### config.mk
export PLATFORM = sky130hd
export DESIGN_NAME = triangle_scan_flat
export DESIGN_NICKNAME = d
export VERILOG_FILES = /design/src/rtl/triangle_pkg.sv /design/src/rtl/triangle_scan_if.sv /design/src/rtl/triangle_bbox.sv /design/src/rtl/triangle_scan.sv /design/src/flat_wrapper.sv
export SDC_FILE = /design/constraint.sdc
export NUM_CORES = 1
export LEC_CHECK = 0
export BUFFER_PORTS_ARGS = -buffer_cell sky130_fd_sc_hd__buf_2
export CAP_MARGIN = 20
export CORE_AREA = 2 2 136 138
export DETAILED_ROUTE_END_ITERATION = 6
export DIE_AREA = 0 0 138 140
export HOLD_SLACK_MARGIN = 0.06
export PLACE_DENSITY = 0.9
export REMOVE_ABC_BUFFERS = 1
export SYNTH_ARGS = -nofsm -noshare
export SYNTH_HDL_FRONTEND = slang
export SYNTH_SLANG_ARGS = --single-unit
### constraint.sdc
create_clock -name clk -period 10.8 [get_ports clk]
set_input_delay 0.54 -clock clk [delete_from_list [all_inputs] [get_ports clk]]
set_output_delay 0.54 -clock clk [all_outputs]
set_load 0.01 [all_outputs]
### src/rtl/triangle_pkg.sv
// Shared types for the triangle scan initiator: coordinate/point types, scan states, screen limits.
// Screen limits only matter when SCAN_CLIP_EN is defined.
package triangle_pkg;
    localparam int COORD_W  = 11;
    localparam int CNT_W    = 2 * COORD_W;
    localparam int SCREEN_W = 640;
    localparam int SCREEN_H = 480;

    typedef logic [COORD_W-1:0] coord_t;

    typedef enum logic [2:0] {
        S_IDLE,
        S_BBOX,
        S_ISSUE,
        S_WAIT,
        S_EMIT,
        S_DONE
    } scan_state_t;

    typedef struct packed {
        coord_t x;
        coord_t y;
    } point_t;

    function automatic coord_t min3(input coord_t a, input coord_t b, input coord_t c);
        coord_t m;
        m = (a < b) ? a : b;
        return (m < c) ? m : c;
    endfunction

    function automatic coord_t max3(input coord_t a, input coord_t b, input coord_t c);
        coord_t m;
        m = (a > b) ? a : b;
        return (m > c) ? m : c;
    endfunction
endpackage

### src/rtl/triangle_scan_if.sv
// Bundle of the setup-stage, tester and pixel-writer signals of triangle_scan.
// master = the scanner itself, slave = its environment (setup, tester, writer).
interface triangle_scan_if;
    import triangle_pkg::*;

    // start is a one-cycle request, sampled only while idle.
    // q_start is a one-cycle pulse; q_x/q_y hold until the tester's q_done strobe (q_inside valid with it).
    // pix_valid/pix_ready: a pixel transfers on any posedge with both high; pix_valid and
    // pix_x/pix_y are held unchanged until that transfer, and pix_ready alone has no effect.
    logic             start;
    coord_t           p1x, p1y, p2x, p2y, p3x, p3y;
    logic             busy;
    logic             done;
    logic             q_start;
    coord_t           q_x, q_y;
    logic             q_done;
    logic             q_inside;
    logic             pix_valid;
    coord_t           pix_x, pix_y;
    logic             pix_ready;
    logic [CNT_W-1:0] pix_count;

    modport master (
        input  start, p1x, p1y, p2x, p2y, p3x, p3y, q_done, q_inside, pix_ready,
        output busy, done, q_start, q_x, q_y, pix_valid, pix_x, pix_y, pix_count
    );

    modport slave (
        output start, p1x, p1y, p2x, p2y, p3x, p3y, q_done, q_inside, pix_ready,
        input  busy, done, q_start, q_x, q_y, pix_valid, pix_x, pix_y, pix_count
    );
endinterface

### src/rtl/triangle_bbox.sv
// Combinational bounding box of three vertices.
// With SCAN_CLIP_EN defined the box is clamped to the screen and flagged empty when fully off-screen.
module triangle_bbox
    import triangle_pkg::*;
(
    input  point_t i_p1,
    input  point_t i_p2,
    input  point_t i_p3,
    output point_t o_min,
    output point_t o_max,
    output logic   o_empty
);
    point_t w_max;

    always_comb begin
        o_min.x = min3(i_p1.x, i_p2.x, i_p3.x);
        o_min.y = min3(i_p1.y, i_p2.y, i_p3.y);
        w_max.x = max3(i_p1.x, i_p2.x, i_p3.x);
        w_max.y = max3(i_p1.y, i_p2.y, i_p3.y);
        o_max   = w_max;
`ifdef SCAN_CLIP_EN
        if (w_max.x > coord_t'(SCREEN_W - 1)) o_max.x = coord_t'(SCREEN_W - 1);
        if (w_max.y > coord_t'(SCREEN_H - 1)) o_max.y = coord_t'(SCREEN_H - 1);
        o_empty = (o_min.x > coord_t'(SCREEN_W - 1)) || (o_min.y > coord_t'(SCREEN_H - 1));
`else
        o_empty = 1'b0;
`endif
    end
endmodule

### src/rtl/triangle_scan.sv
// Walks the bounding box of a triangle in row-major order, queries the point-in-triangle
// tester per pixel and streams inside pixels downstream. Optional screen clipping: SCAN_CLIP_EN.
module triangle_scan
    import triangle_pkg::*;
(
    input  logic           clk,
    input  logic           rst,
    triangle_scan_if.master bus,
    output scan_state_t    o_dbg_state
);
    scan_state_t      r_state;
    point_t           r_p1, r_p2, r_p3;
    point_t           r_max, r_cur;
    coord_t           r_xmin;
    logic             r_busy, r_done, r_q_start, r_pix_valid;
    point_t           r_q_pt, r_pix_pt;
    logic [CNT_W-1:0] r_pix_count;

    point_t w_min, w_max, w_next;
    logic   w_empty, w_last_x, w_last_y;

    triangle_bbox u_bbox (
        .i_p1    (r_p1),
        .i_p2    (r_p2),
        .i_p3    (r_p3),
        .o_min   (w_min),
        .o_max   (w_max),
        .o_empty (w_empty)
    );

    // Next raster position; only meaningful while not on the last pixel of the box.
    always_comb begin
        w_last_x = (r_cur.x >= r_max.x);
        w_last_y = (r_cur.y >= r_max.y);
        w_next   = r_cur;
        if (!w_last_x) begin
            w_next.x = r_cur.x + coord_t'(1);
        end else begin
            w_next.x = r_xmin;
            w_next.y = r_cur.y + coord_t'(1);
        end
    end

    always_ff @(posedge clk or posedge rst) begin
        if (rst) begin
            r_state     <= S_IDLE;
            r_p1        <= '0;
            r_p2        <= '0;
            r_p3        <= '0;
            r_max       <= '0;
            r_cur       <= '0;
            r_xmin      <= '0;
            r_busy      <= 1'b0;
            r_done      <= 1'b0;
            r_q_start   <= 1'b0;
            r_q_pt      <= '0;
            r_pix_valid <= 1'b0;
            r_pix_pt    <= '0;
            r_pix_count <= '0;
        end else begin
            r_q_start <= 1'b0;
            r_done    <= 1'b0;
            case (r_state)
                S_IDLE: begin
                    if (bus.start) begin
                        r_p1        <= '{x: bus.p1x, y: bus.p1y};
                        r_p2        <= '{x: bus.p2x, y: bus.p2y};
                        r_p3        <= '{x: bus.p3x, y: bus.p3y};
                        r_pix_count <= '0;
                        r_busy      <= 1'b1;
                        r_state     <= S_BBOX;
                    end
                end
                S_BBOX: begin
                    r_xmin <= w_min.x;
                    r_max  <= w_max;
                    r_cur  <= w_min;
                    if (w_empty) begin
                        r_done  <= 1'b1;
                        r_state <= S_DONE;
                    end else begin
                        r_q_start <= 1'b1;
                        r_q_pt    <= w_min;
                        r_state   <= S_ISSUE;
                    end
                end
                S_ISSUE: r_state <= S_WAIT;
                S_WAIT: begin
                    if (bus.q_done) begin
                        if (bus.q_inside) begin
                            r_pix_valid <= 1'b1;
                            r_pix_pt    <= r_cur;
                            r_state     <= S_EMIT;
                        end else if (w_last_x && w_last_y) begin
                            r_done  <= 1'b1;
                            r_state <= S_DONE;
                        end else begin
                            r_cur     <= w_next;
                            r_q_pt    <= w_next;
                            r_q_start <= 1'b1;
                            r_state   <= S_ISSUE;
                        end
                    end
                end
                S_EMIT: begin
                    if (bus.pix_ready) begin
                        r_pix_valid <= 1'b0;
                        r_pix_count <= r_pix_count + CNT_W'(1);
                        if (w_last_x && w_last_y) begin
                            r_done  <= 1'b1;
                            r_state <= S_DONE;
                        end else begin
                            r_cur     <= w_next;
                            r_q_pt    <= w_next;
                            r_q_start <= 1'b1;
                            r_state   <= S_ISSUE;
                        end
                    end
                end
                S_DONE: begin
                    r_busy  <= 1'b0;
                    r_state <= S_IDLE;
                end
                default: r_state <= S_IDLE;
            endcase
        end
    end

    assign bus.busy      = r_busy;
    assign bus.done      = r_done;
    assign bus.q_start   = r_q_start;
    assign bus.q_x       = r_q_pt.x;
    assign bus.q_y       = r_q_pt.y;
    assign bus.pix_valid = r_pix_valid;
    assign bus.pix_x     = r_pix_pt.x;
    assign bus.pix_y     = r_pix_pt.y;
    assign bus.pix_count = r_pix_count;
    assign o_dbg_state   = r_state;
endmodule

### src/flat_wrapper.sv
// flat-port wrapper written by rule: the top's interface ports become plain ports
module triangle_scan_flat import triangle_pkg::*;
  (clk, rst, o_dbg_state, bus_start, bus_p1x, bus_p1y, bus_p2x, bus_p2y, bus_p3x, bus_p3y, bus_q_done, bus_q_inside, bus_pix_ready, bus_busy, bus_done, bus_q_start, bus_q_x, bus_q_y, bus_pix_valid, bus_pix_x, bus_pix_y, bus_pix_count);
  triangle_scan_if bus_i ();
  input  logic clk;
  input  logic rst;
  output scan_state_t o_dbg_state;
  input wire logic [$bits(bus_i.start)-1:0] bus_start;
  input wire logic [$bits(bus_i.p1x)-1:0] bus_p1x;
  input wire logic [$bits(bus_i.p1y)-1:0] bus_p1y;
  input wire logic [$bits(bus_i.p2x)-1:0] bus_p2x;
  input wire logic [$bits(bus_i.p2y)-1:0] bus_p2y;
  input wire logic [$bits(bus_i.p3x)-1:0] bus_p3x;
  input wire logic [$bits(bus_i.p3y)-1:0] bus_p3y;
  input wire logic [$bits(bus_i.q_done)-1:0] bus_q_done;
  input wire logic [$bits(bus_i.q_inside)-1:0] bus_q_inside;
  input wire logic [$bits(bus_i.pix_ready)-1:0] bus_pix_ready;
  output wire logic [$bits(bus_i.busy)-1:0] bus_busy;
  output wire logic [$bits(bus_i.done)-1:0] bus_done;
  output wire logic [$bits(bus_i.q_start)-1:0] bus_q_start;
  output wire logic [$bits(bus_i.q_x)-1:0] bus_q_x;
  output wire logic [$bits(bus_i.q_y)-1:0] bus_q_y;
  output wire logic [$bits(bus_i.pix_valid)-1:0] bus_pix_valid;
  output wire logic [$bits(bus_i.pix_x)-1:0] bus_pix_x;
  output wire logic [$bits(bus_i.pix_y)-1:0] bus_pix_y;
  output wire logic [$bits(bus_i.pix_count)-1:0] bus_pix_count;
  assign bus_i.start = bus_start;
  assign bus_i.p1x = bus_p1x;
  assign bus_i.p1y = bus_p1y;
  assign bus_i.p2x = bus_p2x;
  assign bus_i.p2y = bus_p2y;
  assign bus_i.p3x = bus_p3x;
  assign bus_i.p3y = bus_p3y;
  assign bus_i.q_done = bus_q_done;
  assign bus_i.q_inside = bus_q_inside;
  assign bus_i.pix_ready = bus_pix_ready;
  assign bus_busy = bus_i.busy;
  assign bus_done = bus_i.done;
  assign bus_q_start = bus_i.q_start;
  assign bus_q_x = bus_i.q_x;
  assign bus_q_y = bus_i.q_y;
  assign bus_pix_valid = bus_i.pix_valid;
  assign bus_pix_x = bus_i.pix_x;
  assign bus_pix_y = bus_i.pix_y;
  assign bus_pix_count = bus_i.pix_count;
  triangle_scan u_core (.clk(clk), .rst(rst), .bus(bus_i), .o_dbg_state(o_dbg_state));
endmodule
Yosys cells after proc, flatten, opt, wreduce, memory -nomap -nowiden
Cells that the tools add are included.
- $add $sub $neg: 3
- $lt $le $gt $ge: 10
- equal/unequal tests: 10
- mux-type cells: 45
- reductions and logical operators: 13
- operator list (kind ; count):
    2-to-1 mux 22 bit ; 10
    one-hot mux 22 bit (3 select lines) ; 2
    2-to-1 mux 11 bit ; 10
    greater-than comparator 11 bit ; 4
    < comparator 11 bit ; 4
    one-hot mux 22 bit (2 select lines) ; 1
    adder 11 x 1 -> 11 bit, second input constant ; 2
    adder 22 x 1 -> 22 bit, second input constant ; 1
    greater-or-equal comparator 11 bit ; 2
    2-to-1 mux 3 bit ; 5
    one-hot mux 3 bit (5 select lines) ; 1
    2-to-1 mux 1 bit ; 12
    inequality test 2 bit, second input constant ; 5
    AND reduction 3 bit ; 3
    AND reduction 4 bit ; 2
    == test 3 x 2 -> 1 bit, second input constant ; 2
    == test 3 bit, second input constant ; 2
    one-hot mux 1 bit (2 select lines) ; 3
    nonzero test 2 bit ; 3
    AND reduction 2 bit ; 2
    == test 3 x 1 -> 1 bit, second input constant ; 1
    zero test 3 bit ; 1
    one-hot mux 1 bit (3 select lines) ; 1
    nonzero test 3 bit ; 1
    logical AND 1 bit ; 1
- bits in registers: 194
- input port bits: 72
- output and inout bits: 73
- word-level logic and storage cells: 102

Depth between registers and ports, before layout
Gate-level depths: netlist of run 1.
- depth after elaboration: 6
- mapped depth: 17

Modules after synthesis
From an unflattened synthesis of run 1, not the netlist that was laid out.
- cell total of the unflattened synthesis: 1185
- area, all modules: 11900.2 um^2
- modules (own cells, without submodules) (module ; instances ; cells each ; area each (um^2) ; seq. area each (um^2)):
    triangle_scan ; 1 ; 849 ; 9251.4 ; 4854.7
    triangle_bbox ; 1 ; 336 ; 2648.8 ; 0.0

Worst setup path before layout of run 1
OpenSTA, ideal clock, no wires.
- path kind: reg2reg
- from: reg u_core.r_p2[2] in the netlist's numbering
- to: reg u_core.r_cur[10] in the netlist's numbering
- arrival time: 4192 ps
- required time: 10674 ps
- path slack: 6482 ps
- stages on the path, launching flop included: 17
- path through: dfrtp_1 > inv_1 > ha_1 > a21oi_1 > a211oi_2 > a2111oi_4 > buf_2 > mux2i_1 > inv_1 > ha_1 > a21o_1 > a21o_1 > a221o_1 > a211oi_2 > o21a_1 > mux2_1 > a221o_1
- longest elaborated chain between the ends: 5
- ends and longest elaborated chain (element ; RTL line ; RTL):
    start, declared ; triangle_scan.sv:12 ; point_t r_p1, r_p2, r_p3;
    start signal, assigned ; triangle_scan.sv:67 ; r_p2 <= '{x: bus.p2x, y: bus.p2y};
    < comparator 11 bit ; triangle_pkg.sv:27 ; m = (a < b) ? a : b;
    2-to-1 mux 11 bit (*) ; triangle_pkg.sv:27 ;
    < comparator 11 bit ; triangle_pkg.sv:28 ; return (m < c) ? m : c;
    2-to-1 mux 11 bit (*) ; triangle_pkg.sv:28 ;
    one-hot mux 22 bit (3 select lines) (*) ; triangle_scan.sv:63 ; case (r_state)
    end signal, assigned ; triangle_scan.sv:77 ; r_cur <= w_min;
    end signal, assigned ; triangle_scan.sv:98 ; r_cur <= w_next;
    end signal, assigned ; triangle_scan.sv:113 ; r_cur <= w_next;
    end, declared ; triangle_scan.sv:13 ; point_t r_max, r_cur;
Mark *: on every way between the ends. The rest lies on a longest branch, timed or not.
A chain may end at the register's enable or synchronous reset.

Final worst setup path of run 1
Ends and elaborated chain as after synthesis.

==> flow_metrics.py, run 1 <==
metrics = {
    "final_layout": {
        "fill_cells": 1340,
        "regArea_um2": 4300,
        "multi_input_area_um2": 5750,
        "syn_to_final_growth_pct": 14.5,
        "n_antenna_cell": 0,
        "drive_above_1_share": 0.237,
        "final_nets": 1365,
    },
    "run_status": {
        "status": "finished clean",
    },
    "clock_network": {
        "cts_resized": 0,
        "clock-sinks": 172,
        "post-cts-setup-buffer-count": 0,
        "ctsHtreeMaxLevel": 4,
        "ctsRootBufferMaster": "clkbuf_16",
        "insertion_delay_ps": 430,
        "clkTransAtPathRegs_ps": 70,
        "cts_tree": "done",
        "cts_buffers": 17,
        "clk_path_buf_depth": 2,
        "cts_hold_buf": 0,
    },
    "logic_synthesis": {
        "synth_flop_cell": "dfrtp_1",
        "synth_edf_count": 0,
        "async_reset_ff_frac": 1.00,
        "seq_area_frac_synth": 0.409,
        "ys_types": 58,
        "syn_area_um2": 10500,
        "syn_avg_cell_area_um2": 9.78,
        "syn-instance-count": 1076,
        "ys_seq_elements": 172,
        "yosysWarnings": 0,
    },
    "route": {
        "vias": 8888,
        "ant_nets": 0,
        "drt_iter0_drc": 649,
        "wl_per_cell_um": 18.1,
        "vias_per_cell": 6.15,
        "post-route-drc-count": 0,
        "first_pass_iters": 5,
        "wl_um": 26200,
    },
    "worst_setup_path": {
        "crit_type": "flop to flop",
        "cp_slowest_cell": "a2111oi_4",
        "path_cells": "inv_1, ha_1, a21oi_1, a211oi_2, a2111oi_4, mux2_2, ha_1, and4_1, nand4_1, o22ai_1, a211oi_2, o21a_1, mux2_1, a221o_1",
        "worst_setup_path_start_kind": "flop",
        "critPathMaxStageDelay_ps": 960,
        "cp_data_required_time_ps": 11110,
        "cp_top_family": "compound AO/OA/AOI/OAI gates",
        "cp-end-kind": "flop",
        "crit_arrival_ps": 5780,
        "path_max_fanout": 15,
        "cp_num_buf_inv": 1,
    },
    "floorplan": {
        "die_area_um2": 19300,
        "core_area_um2": 17800,
        "die_w_um": 138,
        "num_rows": 49,
        "die_h_um": 140,
        "io_pins": 145,
        "start_util": 0.592,
    },
    "timing": {
        "finalSetupViolations": 0,
        "worst_pin_slew_ps": 1070,
        "relSlewSlack": 0.288,
        "finClkSkew_ps": 11.4,
        "rsz0062_at_grt": "no",
        "hold_viol_final": 0,
        "fmax_mhz": 183,
        "setup_ws_ps": 5330,
        "final.setup.tns_ps": 0,
        "finalCritPeriodShare": 0.506,
        "min_period_ps": 5470,
        "drv_slew": 0,
    },
    "grt": {
        "grt_pass1_vias": 8922,
        "grtUsageTotal": 0.280,
        "grt_start_max_net_pins": 104,
        "gr-total-overflow": 0,
        "antenna_found_initial": 0,
        "grt_pass1_wl_um": 44300,
    },
    "placement": {
        "preCtsSetupSlack_ps": 5570,
        "place_congestion": 0.926,
        "port_buffers": 144,
        "hpwlAfterDp_um": 18700,
    },
    "flow_run": {
        "cap_violations": 0,
    },
    "worst_hold_path": {
        "min_path_type": "primary input to flop",
    },
}
## final timing paths
kind / start / end / slack (ps) / depth (start not counted)
worst max-delay path: u_core.r_p2[2] / u_core.r_cur[10] / 5330 / 14
worst min-delay path: bus_p2x[9] / u_core.r_p2[20] / 310 / 3
worst max register to register: u_core.r_p2[2] / u_core.r_cur[10] / 5330 / 14
worst min register to register: u_core.r_xmin[0] / u_core.r_xmin[0] / 480 / 2
max in group asynchronous: rst / u_core.r_p1[20] / 9010 / 3
min in group asynchronous: rst / u_core.bus.pix_y[9] / 330 / 2
## kinds of logic after synthesis
kind of cell	Yosys count	synth area share
simple gates	286	0.128
xor+xnor	26	0.0216
flops	172	0.409
compound gates	254	0.161
buf+inv	124	0.0450
fa+ha+maj	89	0.106
mux	125	0.130
## sequential cells by signal (all words and copies together), names as in the netlist, 3 cells and up
register / cells
u_core.bus.pix_x: 11
u_core.r_p2: 22
u_core.r_xmin: 11
u_core.bus.q_x: 11
u_core.r_max: 22
u_core.bus.pix_y: 11
u_core.o_dbg_state: 3
u_core.r_p1: 22
u_core.bus.pix_count: 22
u_core.r_p3: 22
u_core.r_cur: 11
## cell usage after synthesis, drive strengths merged (2+ instances only)
cell,n,share of area
and2,14,0.0083
o22ai,13,0.0077
nor2b,5,0.0030
nand3,20,0.0095
o2111ai,6,0.0050
a21oi,24,0.011
o21a,10,0.0071
o22a,2,0.0017
a2111oi,4,0.0063
buf,11,0.0046
and4,7,0.0058
xor2,19,0.016
inv,79,0.028
o31ai,7,0.0050
a31oi,10,0.0059
o221ai,5,0.0042
ha,89,0.11
nor2,42,0.015
a211o,6,0.0050
nor3b,5,0.0036
mux2,91,0.097
clkbuf,34,0.012
o2bb2ai,4,0.0033
or3,4,0.0024
a221oi,2,0.0017
o211ai,19,0.014
mux2i,34,0.032
nand2b,9,0.0054
nor3,17,0.0081
a41oi,3,0.0039
a21o,16,0.011
and3,12,0.0071
nand4,17,0.010
nand3b,2,0.0014
a2111o,2,0.0021
a211oi,8,0.0067
dfrtp,172,0.41
a221o,3,0.0029
o21ai,100,0.048
a22o,3,0.0025
nand2,130,0.046
xnor2,7,0.0058
## through the flow
step                      hold WS [ps]  instances  area (um2)   util
after floorplan                    448       1031       10300      -
after global placement             461       1413       11400  0.643
after detailed placement           471       1414       11400  0.644
after CTS                          299       1446       12000  0.677
after global routing               316       1446       12000  0.677
final                              306       1446       12000  0.677
## area by class of cell
| type | instances | share of cell area |
|---|---|---|
| multi-input combinational | 780 | 0.478 |
| sequential | 172 | 0.357 |
| timing repair buffer | 154 | 0.0661 |
| clock buffer | 22 | 0.0402 |
| inverter | 79 | 0.0250 |
| tap | 229 | 0.0238 |
| clock inverter | 10 | 0.00946 |
## routing by layer
| layer | wire length, um | vias to the layer above | global-route usage | share of wire |
|---|---|---|---|---|
| met3 | 1470 | 108 | 0.0444 | 0.056 |
| li1 | - | 4142 | - | - |
| met2 | 12800 | 373 | 0.471 | 0.49 |
| met4 | 1250 | 0 | 0.159 | 0.048 |
| met5 | 0 | - | 0 | 0 |
| met1 | 10700 | 4265 | 0.347 | 0.41 |
## worst min-delay path: stages
cell	delay [ps]
buf_2	70
nand2_1	30
o21ai_0	60
## placed cells by master (no fill, tap or decap), types with 19 or more instances in the layout
master	count
buf_2	144
inv_1	78
nand3_1	20
xor2_1	19
nand2_1	130
o211ai_1	19
dfrtp_1	172
mux2_2	90
a21oi_1	24
ha_1	89
o21ai_0	99
nor2_1	39
mux2i_1	34
Power of run 1 is left out: the tool's default activity adds up to more than one toggle a clock period on the data nets, which glitch-free logic cannot reach.
==> run 2, diff against run 1 <==
- CORE_AREA: 2 2 136 138 -> 2 2 137 139
- DIE_AREA: 0 0 138 140 -> 0 0 139 141
- PLACE_DENSITY: 0.9 -> 0.89
- clock period: 10.8 -> 5.6 ns (I/O delays scaled with it)
==> run 2 against run 1 <==
Flip-flop and latch count stayed put. Clock skew is 2.1 ps higher. Hold slack worse by 240 ps. Routed wire length is 1.1% higher. Register-to-register slack worse by 4700 ps. Setup slack worse by 4700 ps. Core utilization is 0.16 points lower. Global-route usage is 0.45 points lower. Maximum frequency is 9.9% higher. Sequential share of layout area is 0.87 points lower. Clock-buffer cell count is 2 lower. Final area is 2.5% higher. Largest cell class unchanged.
==> flow_metrics.py, run 2 (synthesized netlist as in run 1, its figures left out) <==
metrics = {
    "clock_network": {
        "clk_path_buf_depth": 2,
        "clock-sinks": 172,
        "cts_resized": 0,
        "ctsHtreeMaxLevel": 4,
        "insertion_delay_ps": 440,
        "post-cts-setup-buffer-count": 0,
        "cts_buffers": 17,
        "ctsRootBufferMaster": "clkbuf_16",
        "cts_tree": "done",
        "clkTransAtPathRegs_ps": 60,
        "cts_hold_buf": 16,
    },
    "worst_setup_path": {
        "worst_setup_path_start_kind": "flop",
        "endpoint": "u_core.r_cur[10]",
        "crit_type": "flop to flop",
        "reg2reg_from": "u_core.r_p2[6]",
        "crit_arrival_ps": 5290,
        "cp-end-kind": "flop",
        "cp_data_required_time_ps": 5920,
        "r2r-end": "u_core.r_cur[10]",
        "reg2reg_slack_ps": 620,
        "path_cells": "inv_1, ha_1, a21oi_1, o21ai_1, a2111oi_4, buf_4, mux2_2, ha_1, and4_1, nand4_1, o22ai_1, a211oi_2, o21a_1, mux2_1, a221o_1",
        "critPathLaunch": "u_core.r_p2[6]",
        "cp_slowest_cell": "a211oi_2",
        "path_max_fanout": 15,
        "critPathMaxStageDelay_ps": 580,
        "ff2ff_path_depth": 15,
        "crit_top_cell": "ha_1",
        "cp_num_buf_inv": 2,
        "cp_num_cells": 15,
        "cp_top_family": "compound AO/OA/AOI/OAI gates",
    },
    "floorplan": {
        "start_util": 0.576,
        "die_area_um2": 19600,
        "core_area_um2": 18300,
        "num_rows": 50,
        "die_h_um": 141,
        "io_pins": 145,
        "die_w_um": 139,
    },
    "final_layout": {
        "drive_above_1_share": 0.235,
        "final_area_um2": 12300,
        "syn_to_final_growth_pct": 17.3,
        "final_nets": 1388,
        "fill_cells": 1351,
        "final_common_cell": "dfrtp_1",
        "finalNonFillerCells": 1474,
        "n_antenna_cell": 0,
        "multi_input_area_um2": 5750,
        "final_cell_mix": "dfrtp_1 (172), buf_2 (144), nand2_1 (130), o21ai_0 (99), mux2_2 (90)",
        "regArea_um2": 4300,
    },
    "timing": {
        "finalSetupViolations": 0,
        "finClkSkew_ps": 13.5,
        "finalCritPeriodShare": 0.888,
        "min_period_ps": 4980,
        "hold_viol_final": 0,
        "worst_pin_slew_ps": 1030,
        "drv_slew": 0,
        "final.setup.tns_ps": 0,
        "fmax_mhz": 201,
        "rsz0062_at_grt": "no",
        "relSlewSlack": 0.312,
    },
    "grt": {
        "grt_start_max_net_pins": 122,
        "grtUsageTotal": 0.276,
        "grt_pass1_vias": 8964,
        "grt_pass1_wl_um": 43900,
        "antenna_found_initial": 0,
        "gr-total-overflow": 0,
    },
    "route": {
        "vias_per_cell": 6.04,
        "drt_iter0_drc": 680,
        "first_pass_iters": 5,
        "wl_per_cell_um": 18.0,
        "ant_nets": 0,
        "vias": 8896,
        "post-route-drc-count": 0,
        "wl_um": 26500,
    },
    "placement": {
        "place_congestion": 0.945,
        "hpwlAfterDp_um": 18700,
        "dpl.cell_count": 1423,
        "port_buffers": 144,
        "placed_area_um2": 11500,
    },
    "worst_hold_path": {
        "min_path_cells": 3,
        "min_path_type": "primary input to flop",
    },
    "run_status": {
        "status": "finished clean",
    },
    "flow_run": {
        "cap_violations": 0,
    },
}
[run 2: cell types whose count changed in the layout (fill, tap and decap cells not counted), sizes merged]
cell         before  now
buf             154  159
bufinv            2    6
clkbuf           22   20
clkinv            7    4
clkinvlp          1    2
dlygate4sd3       0   18
[run 2: worst min path at each step]
stage	from	endpoint	slack [ps]
after global placement	u_core.r_xmin[6]	u_core.r_xmin[6]	460
final	bus_p3x[3]	u_core.r_p3[14]	70
after detailed placement	u_core.r_xmin[0]	u_core.r_xmin[0]	470
after CTS	bus_p2x[6]	u_core.r_p2[17]	60
after global routing	bus_p3x[1]	u_core.r_p3[12]	60
after floorplan	bus_q_done	u_core.o_dbg_state[1]	390
[run 2: tightest hold or removal path, stage by stage]
cell and delay [ps]:
buf_2 80, nand2_1 40, o21ai_0 60
[run 2: per-stage QoR]
stage	utilization	hold WS [ps]	setup WS, ps
after floorplan	-	389	242
after global placement	0.628	461	976
after detailed placement	0.628	468	747
after CTS	0.673	60.2	697
after global routing	0.676	62.7	343
final	0.676	67.5	624
[run 2: layer usage]
metal  global-route usage  part of all wire
met2                0.476              0.50
met1                0.342              0.42
met5                    0                 0
met4                0.123             0.037
met3               0.0465             0.048
[run 2: area by class of cell]
class                           instances  area share
Clock buffer                           20      0.0354
Multi-Input combinational cell        780       0.466
Inverter                               79      0.0244
Clock inverter                         12      0.0177
Timing Repair Buffer                  177      0.0837
Tap cell                              234      0.0237
Sequential cell                       172       0.349
Power of run 2 is left out for the same reason.
